===== src/rtl/chacha20_ks_xor_pkg.sv =====
// ---------------------------------------------------------------------------
// chacha20_pkg
// Shared types and constants for the ChaCha20 keystream XOR block.
//   state_t    : controller states (IDLE, FETCH, XOR, DONE)
//   BLK_BYTES  : bytes per keystream block (64)
//   BLK_W      : keystream block width in bits (512)
//   CNT_W      : block counter width (32)
//   DATA_W     : byte-stream width (8)
//   ks_byte()  : selects byte n of a block, byte n = blk[8n+7:8n]
// ---------------------------------------------------------------------------
package chacha20_pkg;

    localparam int BLK_BYTES = 64;
    localparam int BLK_W     = 512;
    localparam int CNT_W     = 32;
    localparam int DATA_W    = 8;
    localparam int IDX_W     = $clog2(BLK_BYTES);

    typedef enum logic [1:0] {
        ST_IDLE  = 2'd0,
        ST_FETCH = 2'd1,
        ST_XOR   = 2'd2,
        ST_DONE  = 2'd3
    } state_t;

    // RFC 8439 serialisation: little-endian words, so byte n sits at bit 8n.
    function automatic logic [DATA_W-1:0] ks_byte(input logic [BLK_W-1:0] blk,
                                                  input logic [IDX_W-1:0] idx);
        return blk[{idx, 3'b000} +: DATA_W];
    endfunction

endpackage


===== src/rtl/chacha20_ks_xor_if.sv =====
// ---------------------------------------------------------------------------
// chacha20_ks_xor_if
// Bundles the keystream-core handshake and the byte streams of
// chacha20_ks_xor.
//   ini                      : initial block counter for the next frame
//   ks_req / ks_cnt          : block request and its counter (to core)
//   ks_blk / ks_val          : keystream block and one-cycle strobe (from core)
//   dat_i/val_i/sof_i/eof_i  : input byte stream
//   cts_i                    : clear-to-send for the input stream
//   dat_o/val_o/sof_o/eof_o  : XORed output byte stream
//   don                      : one-cycle frame-complete pulse
// master = environment (core + stream source/sink), slave = chacha20_ks_xor.
// ---------------------------------------------------------------------------
interface chacha20_ks_xor_if;
    import chacha20_pkg::*;

    logic [CNT_W-1:0]  ini;
    logic              ks_req;
    logic [CNT_W-1:0]  ks_cnt;
    logic [BLK_W-1:0]  ks_blk;
    logic              ks_val;
    logic [DATA_W-1:0] dat_i;
    logic              val_i;
    logic              sof_i;
    logic              eof_i;
    logic              cts_i;
    logic [DATA_W-1:0] dat_o;
    logic              val_o;
    logic              sof_o;
    logic              eof_o;
    logic              don;

    modport master (
        output ini, ks_blk, ks_val, dat_i, val_i, sof_i, eof_i,
        input  ks_req, ks_cnt, cts_i, dat_o, val_o, sof_o, eof_o, don
    );

    modport slave (
        input  ini, ks_blk, ks_val, dat_i, val_i, sof_i, eof_i,
        output ks_req, ks_cnt, cts_i, dat_o, val_o, sof_o, eof_o, don
    );

endinterface


===== src/rtl/chacha20_ks_xor.sv =====
// ---------------------------------------------------------------------------
// chacha20_ks_xor
// Frames a byte stream, requests 64-byte ChaCha20 keystream blocks from an
// external block core and XORs each byte with the matching keystream byte.
// Encrypts or decrypts (the operation is its own inverse).
//   clk  : rising-edge clock
//   rst  : synchronous active-low reset
//   bus  : chacha20_ks_xor_if.slave (core handshake, byte streams, don)
// Flow per frame: IDLE (load ini) -> FETCH (wait ks_val) -> XOR (64 bytes
// per block, refetch with cnt+1 after byte 63) -> DONE (don pulse) -> IDLE.
// ---------------------------------------------------------------------------
module chacha20_ks_xor
    import chacha20_pkg::*;
(
    input  logic            clk,
    input  logic            rst,
    chacha20_ks_xor_if.slave bus
);

    localparam logic [IDX_W-1:0] IDX_LAST = IDX_W'(BLK_BYTES - 1);

    state_t            state;
    logic [CNT_W-1:0]  cnt;
    logic [IDX_W-1:0]  idx;
    logic              sof_wait;
    logic [BLK_W-1:0]  ks_reg;
    logic              ks_req_r;
    logic [CNT_W-1:0]  ks_cnt_r;

    logic [DATA_W-1:0] dat_p1;
    logic              vld_p1;
    logic              sof_p1;
    logic              eof_p1;
    logic              don_r;

    logic              take_p0;

    // Input stage: a byte is consumed only in XOR; while waiting for sof,
    // non-sof bytes are accepted (cts_i is high) but discarded.
    assign take_p0 = (state == ST_XOR) && bus.val_i && (!sof_wait || bus.sof_i);

    always_ff @(posedge clk) begin
        if (!rst) begin
            state    <= ST_IDLE;
            cnt      <= '0;
            idx      <= '0;
            sof_wait <= 1'b0;
            ks_reg   <= '0;
            ks_req_r <= 1'b0;
            ks_cnt_r <= '0;
            dat_p1   <= '0;
            vld_p1   <= 1'b0;
            sof_p1   <= 1'b0;
            eof_p1   <= 1'b0;
            don_r    <= 1'b0;
        end else begin
            vld_p1 <= 1'b0;
            sof_p1 <= 1'b0;
            eof_p1 <= 1'b0;
            don_r  <= 1'b0;

            case (state)
                ST_IDLE: begin
                    cnt      <= bus.ini;
                    idx      <= '0;
                    sof_wait <= 1'b1;
                    ks_req_r <= 1'b1;
                    ks_cnt_r <= bus.ini;
                    state    <= ST_FETCH;
                end

                ST_FETCH: begin
                    if (bus.ks_val) begin
                        ks_reg   <= bus.ks_blk;
                        ks_req_r <= 1'b0;
                        state    <= ST_XOR;
                    end
                end

                ST_XOR: begin
                    // Output stage: one-cycle registered XOR result.
                    if (take_p0) begin
                        dat_p1   <= bus.dat_i ^ ks_byte(ks_reg, idx);
                        vld_p1   <= 1'b1;
                        sof_p1   <= sof_wait;
                        eof_p1   <= bus.eof_i;
                        sof_wait <= 1'b0;
                        idx      <= idx + IDX_W'(1);
                        // eof wins over the block-boundary refetch.
                        if (bus.eof_i) begin
                            state <= ST_DONE;
                        end else if (idx == IDX_LAST) begin
                            cnt      <= cnt + CNT_W'(1);
                            ks_cnt_r <= cnt + CNT_W'(1);
                            ks_req_r <= 1'b1;
                            state    <= ST_FETCH;
                        end
                    end
                end

                ST_DONE: begin
                    don_r <= 1'b1;
                    state <= ST_IDLE;
                end

                default: state <= ST_IDLE;
            endcase
        end
    end

    assign bus.cts_i  = (state == ST_XOR);
    assign bus.ks_req = ks_req_r;
    assign bus.ks_cnt = ks_cnt_r;
    assign bus.dat_o  = dat_p1;
    assign bus.val_o  = vld_p1;
    assign bus.sof_o  = sof_p1;
    assign bus.eof_o  = eof_p1;
    assign bus.don    = don_r;

endmodule


===== src/flat_wrapper.sv =====
// flat-port wrapper written by rule: the top's interface ports become plain ports
module chacha20_ks_xor_flat import chacha20_pkg::*;
  (clk, rst, bus_ini, bus_ks_blk, bus_ks_val, bus_dat_i, bus_val_i, bus_sof_i, bus_eof_i, bus_ks_req, bus_ks_cnt, bus_cts_i, bus_dat_o, bus_val_o, bus_sof_o, bus_eof_o, bus_don);
  chacha20_ks_xor_if bus_i ();
  input  logic clk;
  input  logic rst;
  input wire logic [$bits(bus_i.ini)-1:0] bus_ini;
  input wire logic [$bits(bus_i.ks_blk)-1:0] bus_ks_blk;
  input wire logic [$bits(bus_i.ks_val)-1:0] bus_ks_val;
  input wire logic [$bits(bus_i.dat_i)-1:0] bus_dat_i;
  input wire logic [$bits(bus_i.val_i)-1:0] bus_val_i;
  input wire logic [$bits(bus_i.sof_i)-1:0] bus_sof_i;
  input wire logic [$bits(bus_i.eof_i)-1:0] bus_eof_i;
  output wire logic [$bits(bus_i.ks_req)-1:0] bus_ks_req;
  output wire logic [$bits(bus_i.ks_cnt)-1:0] bus_ks_cnt;
  output wire logic [$bits(bus_i.cts_i)-1:0] bus_cts_i;
  output wire logic [$bits(bus_i.dat_o)-1:0] bus_dat_o;
  output wire logic [$bits(bus_i.val_o)-1:0] bus_val_o;
  output wire logic [$bits(bus_i.sof_o)-1:0] bus_sof_o;
  output wire logic [$bits(bus_i.eof_o)-1:0] bus_eof_o;
  output wire logic [$bits(bus_i.don)-1:0] bus_don;
  assign bus_i.ini = bus_ini;
  assign bus_i.ks_blk = bus_ks_blk;
  assign bus_i.ks_val = bus_ks_val;
  assign bus_i.dat_i = bus_dat_i;
  assign bus_i.val_i = bus_val_i;
  assign bus_i.sof_i = bus_sof_i;
  assign bus_i.eof_i = bus_eof_i;
  assign bus_ks_req = bus_i.ks_req;
  assign bus_ks_cnt = bus_i.ks_cnt;
  assign bus_cts_i = bus_i.cts_i;
  assign bus_dat_o = bus_i.dat_o;
  assign bus_val_o = bus_i.val_o;
  assign bus_sof_o = bus_i.sof_o;
  assign bus_eof_o = bus_i.eof_o;
  assign bus_don = bus_i.don;
  chacha20_ks_xor u_core (.clk(clk), .rst(rst), .bus(bus_i));
endmodule

===== config.mk =====
export PLATFORM = sky130hd
export DESIGN_NAME = chacha20_ks_xor_flat
export DESIGN_NICKNAME = d
export VERILOG_FILES = /design/src/rtl/chacha20_ks_xor_pkg.sv /design/src/rtl/chacha20_ks_xor_if.sv /design/src/rtl/chacha20_ks_xor.sv /design/src/flat_wrapper.sv
export SDC_FILE = /design/constraint.sdc
export NUM_CORES = 1
export LEC_CHECK = 0
export BUFFER_PORTS_ARGS = -buffer_cell sky130_fd_sc_hd__buf_4
export CELL_PAD_IN_SITES_DETAIL_PLACEMENT = 0
export CELL_PAD_IN_SITES_GLOBAL_PLACEMENT = 1
export CORE_MARGIN = 3
export CORE_UTILIZATION = 42
export CTS_BUF_LIST = sky130_fd_sc_hd__clkbuf_16
export CTS_CLUSTER_SIZE = 12
export DETAILED_ROUTE_END_ITERATION = 8
export GPL_TIMING_DRIVEN = 0
export PLACE_DENSITY = 0.95
export SKIP_CTS_REPAIR_TIMING = 1
export SYNTH_ARGS = -nofsm -noshare
export SYNTH_HDL_FRONTEND = slang
export SYNTH_SLANG_ARGS = --single-unit

===== constraint.sdc =====
create_clock -name clk -period 6 [get_ports clk]
set_input_delay 1.2 -clock clk [delete_from_list [all_inputs] [get_ports clk]]
set_output_delay 1.2 -clock clk [all_outputs]
set_load 0.005 [all_outputs]

# --- Word level (Yosys, flattened, before mapping) ---
# Cells that the tools add are included.
classes:
  n_addsub: 2
  n_eq_ne: 9
  shifts: 1
  muxes: 20
  bitwise: 1
  reduce_logical: 15
ops:
  columns: ["operator", "n"]
  rows:
  - ["512-bit by 10-bit variable part select with 8-bit output", 1]
  - ["32-bit two-way mux", 3]
  - ["32-bit one-hot mux with 2 select lines", 1]
  - ["32-bit by 1-bit adder with 32-bit output, second input constant", 1]
  - ["6-bit one-hot mux with 2 select lines", 1]
  - ["2-bit two-way mux", 4]
  - ["2-bit one-hot mux with 4 select lines", 1]
  - ["2-bit AND reduction", 4]
  - ["8-bit XOR", 1]
  - ["1-bit two-way mux", 7]
  - ["6-bit by 1-bit adder with 6-bit output, second input constant", 1]
  - ["6-bit == test, second input constant", 1]
  - ["6-bit two-way mux", 1]
  - ["3-bit AND reduction", 2]
  - ["5-bit AND reduction", 1]
  - ["2-bit == test, second input constant", 2]
  - ["2-bit by 1-bit != test with 1-bit output, second input constant", 2]
  - ["2-bit != test, second input constant", 2]
  - ["4-bit AND reduction", 1]
  - ["3-bit by 2-bit != test with 1-bit output, second input constant", 1]
  - ["1-bit one-hot mux with 3 select lines", 1]
  - ["3-bit nonzero test", 1]
  - ["2-bit by 1-bit == test with 1-bit output, second input constant", 1]
  - ["1-bit logical AND", 2]
  - ["other kinds (5)", 5]
totals:
  ff_bits: 566
  in_bits: 558
  output_inout_bits: 46
  word_cells: 59

# --- Logic depth before layout (Yosys ltp) ---
depth:
  depth_word: 5
  ltp_mapped: 10
  ltp_nobuf: 7

# --- Worst setup path before layout ---
# Ideal clock, no wire load.
synth_timing:
  path_type: "input to register"
  startpoint: "in bus_val_i"
  endpoint: "reg u_core.cnt[7]"
  setup_ps: 119
  t_arrival_ps: 2544
  t_required_ps: 5881
  slack_ps: 3337
  cell_stages: 6
  path_buffers: 2
  cell_sequence: "o21ai_0 -> o31a_1 -> or2_2 -> clkbuf_1 -> buf_2 -> o221a_2"
synth_between:
  elab_chain_cells: 4
synth_lines:
  columns: ["element", "line_no", "source"]
  rows:
  - ["from (decl)", "flat_wrapper.sv:11", "input wire logic [$bits(bus_i.val_i)-1:0] bus_val_i;"]
  - ["1-bit logical AND (2 in series)", "chacha20_ks_xor.sv:40", "assign take_p0 = (state == ST_XOR) && bus.val_i && (!sof_wait || bus.sof_i);"]
  - ["2-bit by 1-bit != test with 1-bit output (no line)", null, null]
  - ["4-bit AND reduction (no line)", null, null]
  - ["to (signal assigned)", "chacha20_ks_xor.sv:64", "cnt <= bus.ini;"]
  - ["to (signal assigned)", "chacha20_ks_xor.sv:93", "cnt <= cnt + CNT_W'(1);"]
  - ["to (decl)", "chacha20_ks_xor.sv:23", "logic [CNT_W-1:0] cnt;"]
# Every way passes these cells.
# A chain may end at the register's enable or synchronous reset.

# --- Worst setup path after layout ---
layout_timing:
  startpoint: "reg u_core.idx[2]"
  endpoint: "reg u_core.dat_p1[3], in the netlist u_core.bus.dat_o[3]"
layout_between:
  elab_chain_cells: 2
layout_lines:
  columns: ["element", "line_no", "source"]
  rows:
  - ["from (decl)", "chacha20_ks_xor.sv:24", "logic [IDX_W-1:0] idx;"]
  - ["from (signal assigned)", "chacha20_ks_xor.sv:88", "idx <= idx + IDX_W'(1);"]
  - ["512-bit by 10-bit variable part select with 8-bit output", "chacha20_ks_xor_pkg.sv:29", "return blk[{idx, 3'b000} +: DATA_W];"]
  - ["8-bit XOR", "chacha20_ks_xor.sv:83", "dat_p1 <= bus.dat_i ^ ks_byte(ks_reg, idx);"]
  - ["to (signal assigned)", "chacha20_ks_xor.sv:83", null]
  - ["to (decl)", "chacha20_ks_xor.sv:30", "logic [DATA_W-1:0] dat_p1;"]
# Every way passes these cells.

==> impl_metrics.csv <==
group,metric,value,unit
yosys,synth_area,0.0243,mm2
floorplanning,initial_utilization,42.8,%
power,ir_drop,239,uV
cts,cts-buffers-inserted,59,
route,drt-met1-wl,41.9,mm
global_routing,globalRouteTotalUtil,32.7,%
power,internal_power,6.23,mW
worst_setup_path,critPathLaunchType,"flip-flop",
yosys,yosysWarnings,0,
sta,final_period_minus_worst_setup_slack,3.99,ns
floorplanning,boundaryPins,604,
sta,clock_skew_after_layout,0.0329,ns
cts,h-tree-depth,2,
sta,setup-violations-final,0,
route,detailedRoute.firstIterationViolations,2048,
global_routing,first_global_vias,23500,
worst_hold_path,timing.hold.worst.class,"flip-flop to flip-flop",
route,met3_wire_len,8.71,mm
global_routing,grt_start_max_net_pins,16,
yosys,most_numerous_cell_in_the_yosys_netlist,"nand2_1",
yosys,postSynthCellCount,2947,
yosys,synthesis.nets,3507,
global_routing,number_of_antenna_violations_at_the_first_check_in_global_routing,15,
route,wl_per_cell,23.5,um
floorplanning,placement_rows,87,
yosys,yosys_most_used_dff,"dfxtp_1",
cts,numClockSinks,566,
sta,fin_setup_tns,0,ns
layout,layout-drive-gt1-share,23.0,%
worst_setup_path,cp.required,6.53,ns
yosys,top_cell_types_by_occurrence_after_synthesis,"nand2_1 (1085), dfxtp_1 (566), a21oi_1 (551)",
yosys,synth_area_leader_cell,"dfxtp_1",
yosys,sequential_cell_area_fraction_in_the_yosys_report,46.6,%
place,buffer_ports.inserted,603,
route,antenna_violating_nets_post_route,0,
sta,grt_setup_unrepaired,"no",
worst_setup_path,path_class,"flip-flop to flip-flop",
layout,num-fill-cells,5538,
route,wirelength,104,mm
global_routing,grt_pass1_wl,147,mm
worst_setup_path,cp.arrival,4.51,ns
worst_setup_path,worstPathMaxFanout,10,
cts,max-clock-path-buffers,3,
layout,fin_nets,4172,
yosys,synth_area_leaders,"dfxtp_1 (47%), nand2_1 (17%), a21oi_1 (11%), mux4_2 (7.8%), clkbuf_1 (3.1%)",
route,via_density_per_instance,5.54,
sta,hold_violation_total_from_the_final_report,0,
sta,period_share,66.4,%
place,gp_routability_congestion,0.943,
yosys,post_synth.cell_area_avg,8.25,um2
floorplanning,floorplan.core_area,0.0568,mm2
yosys,synth.top_cell.area_share,46.6,%
run,cap_violations,0,
yosys,synth_cell_type_count,57,
power,power_switching,2.30,mW
floorplanning,dieArea,0.0608,mm2
route,number_of_design_rule_violations_left_after_detail_routing,0,
sta,max_slew.worst_pin.slew,1.39,ns
floorplanning,die_h,247,um
cts,worst_setup_hold_path_clk_slew,0.06,ns
route,via_count,24500,
sta,whs,0.452,ns
sta,achievable-frequency,251,MHz
route,met2_wirelength,49.4,mm
power,power.share.switching,27.0,%
sta,worst_slew_margin_rel,6.68,%
power,power_per_cell_area,271,mW/mm2
place,hpwl,81.6,mm
layout,areaGrowthSynthToFinish,29.5,%
yosys,async_flop_share,0,%
global_routing,grt_overflow_total,0,
outcome,status,"completed",
power,sequentialPowerShare,48.0,%
power,power.static_leakage,11.8,nW
worst_setup_path,endpoint_kind,"flip-flop",
yosys,ys_seq_elements,566,
power,power.share.clock,38.8,%
power,pwr-share-comb,13.2,%
sta,slew_violations,0,
layout,largest_register_ffs,512,
route,route.top_layer_used,"met5",
worst_setup_path,rrSetupSlack,2.01,ns
cts,tritoncts_clock_tree,"yes",
cts,cts_root_buffer,"clkbuf_16",
yosys,synth_enable_flop_cells,0,
floorplanning,fp.dieW,247,um
route,first_pass_iters,5,
cts,worst_skew_pair_latency,0.63,ns
[layer usage]
| metal | up-vias | global-route usage, % |
|---|---|---|
| li1 | 11400 | - |
| met1 | 11700 | 42.5 |
| met2 | 1140 | 54.7 |
| met3 | 195 | 5.66 |
| met4 | 8 | 12.3 |
| met5 | - | 0 |
[stage by stage]
stage | setup slack [ns] | area, um2 | std cells | util (%) | power, mW
floorplan | 3.34 | 24300 | 2947 | - | 4.65
global placement | 1.89 | 29800 | 4306 | 52.4 | 5.26
CTS | 1.94 | 31500 | 4406 | 55.4 | 8.53
global route | 1.78 | 31500 | 4413 | 55.4 | 8.81
finish | 2.01 | 31500 | 4416 | 55.5 | 8.54
detailed placement | 1.86 | 29800 | 4307 | 52.5 | 5.28
[critical path, cell delays in order, from the launching register on]
cell      delay [ns]
dfxtp_1         0.31
buf_2           0.29
buf_2           0.46
clkbuf_1        0.90
mux4_2          0.42
o22ai_1         0.21
nor4_1          0.81
o21ai_0         0.17
a32o_1          0.29
[cells in the final DEF (no fill, tap or decap), types with 7 or more instances in the layout]
master,count
clkinv_2,9
buf_4,608
a41oi_1,8
o221ai_1,21
clkinv_1,9
mux2i_1,56
inv_1,27
nor2_1,45
a21oi_1,551
a211oi_1,13
dfxtp_1,566
nand3_1,16
mux4_1,12
mux4_2,84
nand4_1,7
and3_1,8
a22oi_1,11
buf_1,9
a221oi_1,8
or3_1,9
clkbuf_16,59
nand2b_1,8
mux2_2,27
nor2b_1,10
nor3_1,8
nor4_1,16
o21ai_0,33
nand2_1,1085
buf_2,21
o22ai_1,26
clkbuf_1,202
diode_2,10
a32o_1,8
[worst paths after layout]
kind                                                 startpoint                          endpoint  cells after the start
worst min-delay path            u_core.ks_reg[172]$_SDFFE_PN0P_   u_core.ks_reg[172]$_SDFFE_PN0P_                      2
worst max-delay path                 u_core.idx[2]$_SDFFE_PN0P_  u_core.bus.dat_o[3]$_SDFFE_PN0P_                      8
worst max register to register       u_core.idx[2]$_SDFFE_PN0P_  u_core.bus.dat_o[3]$_SDFFE_PN0P_                      8
worst min register to register  u_core.ks_reg[172]$_SDFFE_PN0P_   u_core.ks_reg[172]$_SDFFE_PN0P_                      2
[power by group through the flow]
stage,registers (mW),clock network (mW),logic (mW)
after CTS,4.09,3.33,1.12
after global routing,4.11,3.48,1.22
after floorplan,4.12,0,0.532
after global placement,4.16,0,1.10
after detailed placement,4.17,0,1.11
final,4.09,3.32,1.13
[cell families after synthesis]
kind of cell	count (synthesis)	synth area share, %
adder cells (fa/ha/maj)	2	0.103
AND/OR/NAND/NOR	1231	20.0
XOR/XNOR	4	0.144
AO/OA/AOI/OAI	710	16.2
buffers and inverters	255	4.27
flip-flops	566	46.6
multiplexers	179	12.6
[area by class of cell]
| type | instances | area (um2) | share of cell area, % |
|---|---|---|---|
| Antenna cell | 10 | 25.0 | 0.0794 |
| Clock inverter | 40 | 194 | 0.615 |
| Tap cell | 756 | 946 | 3.00 |
| Multi-Input combinational cell | 2126 | 12000 | 38.0 |
| Buffer | 242 | 991 | 3.14 |
| Inverter | 13 | 48.8 | 0.155 |
| Timing Repair Buffer | 604 | 4540 | 14.4 |
| Clock buffer | 59 | 1480 | 4.69 |
| Sequential cell | 566 | 11300 | 36.0 |
Note: power is estimated with default switching activity, not from simulation.
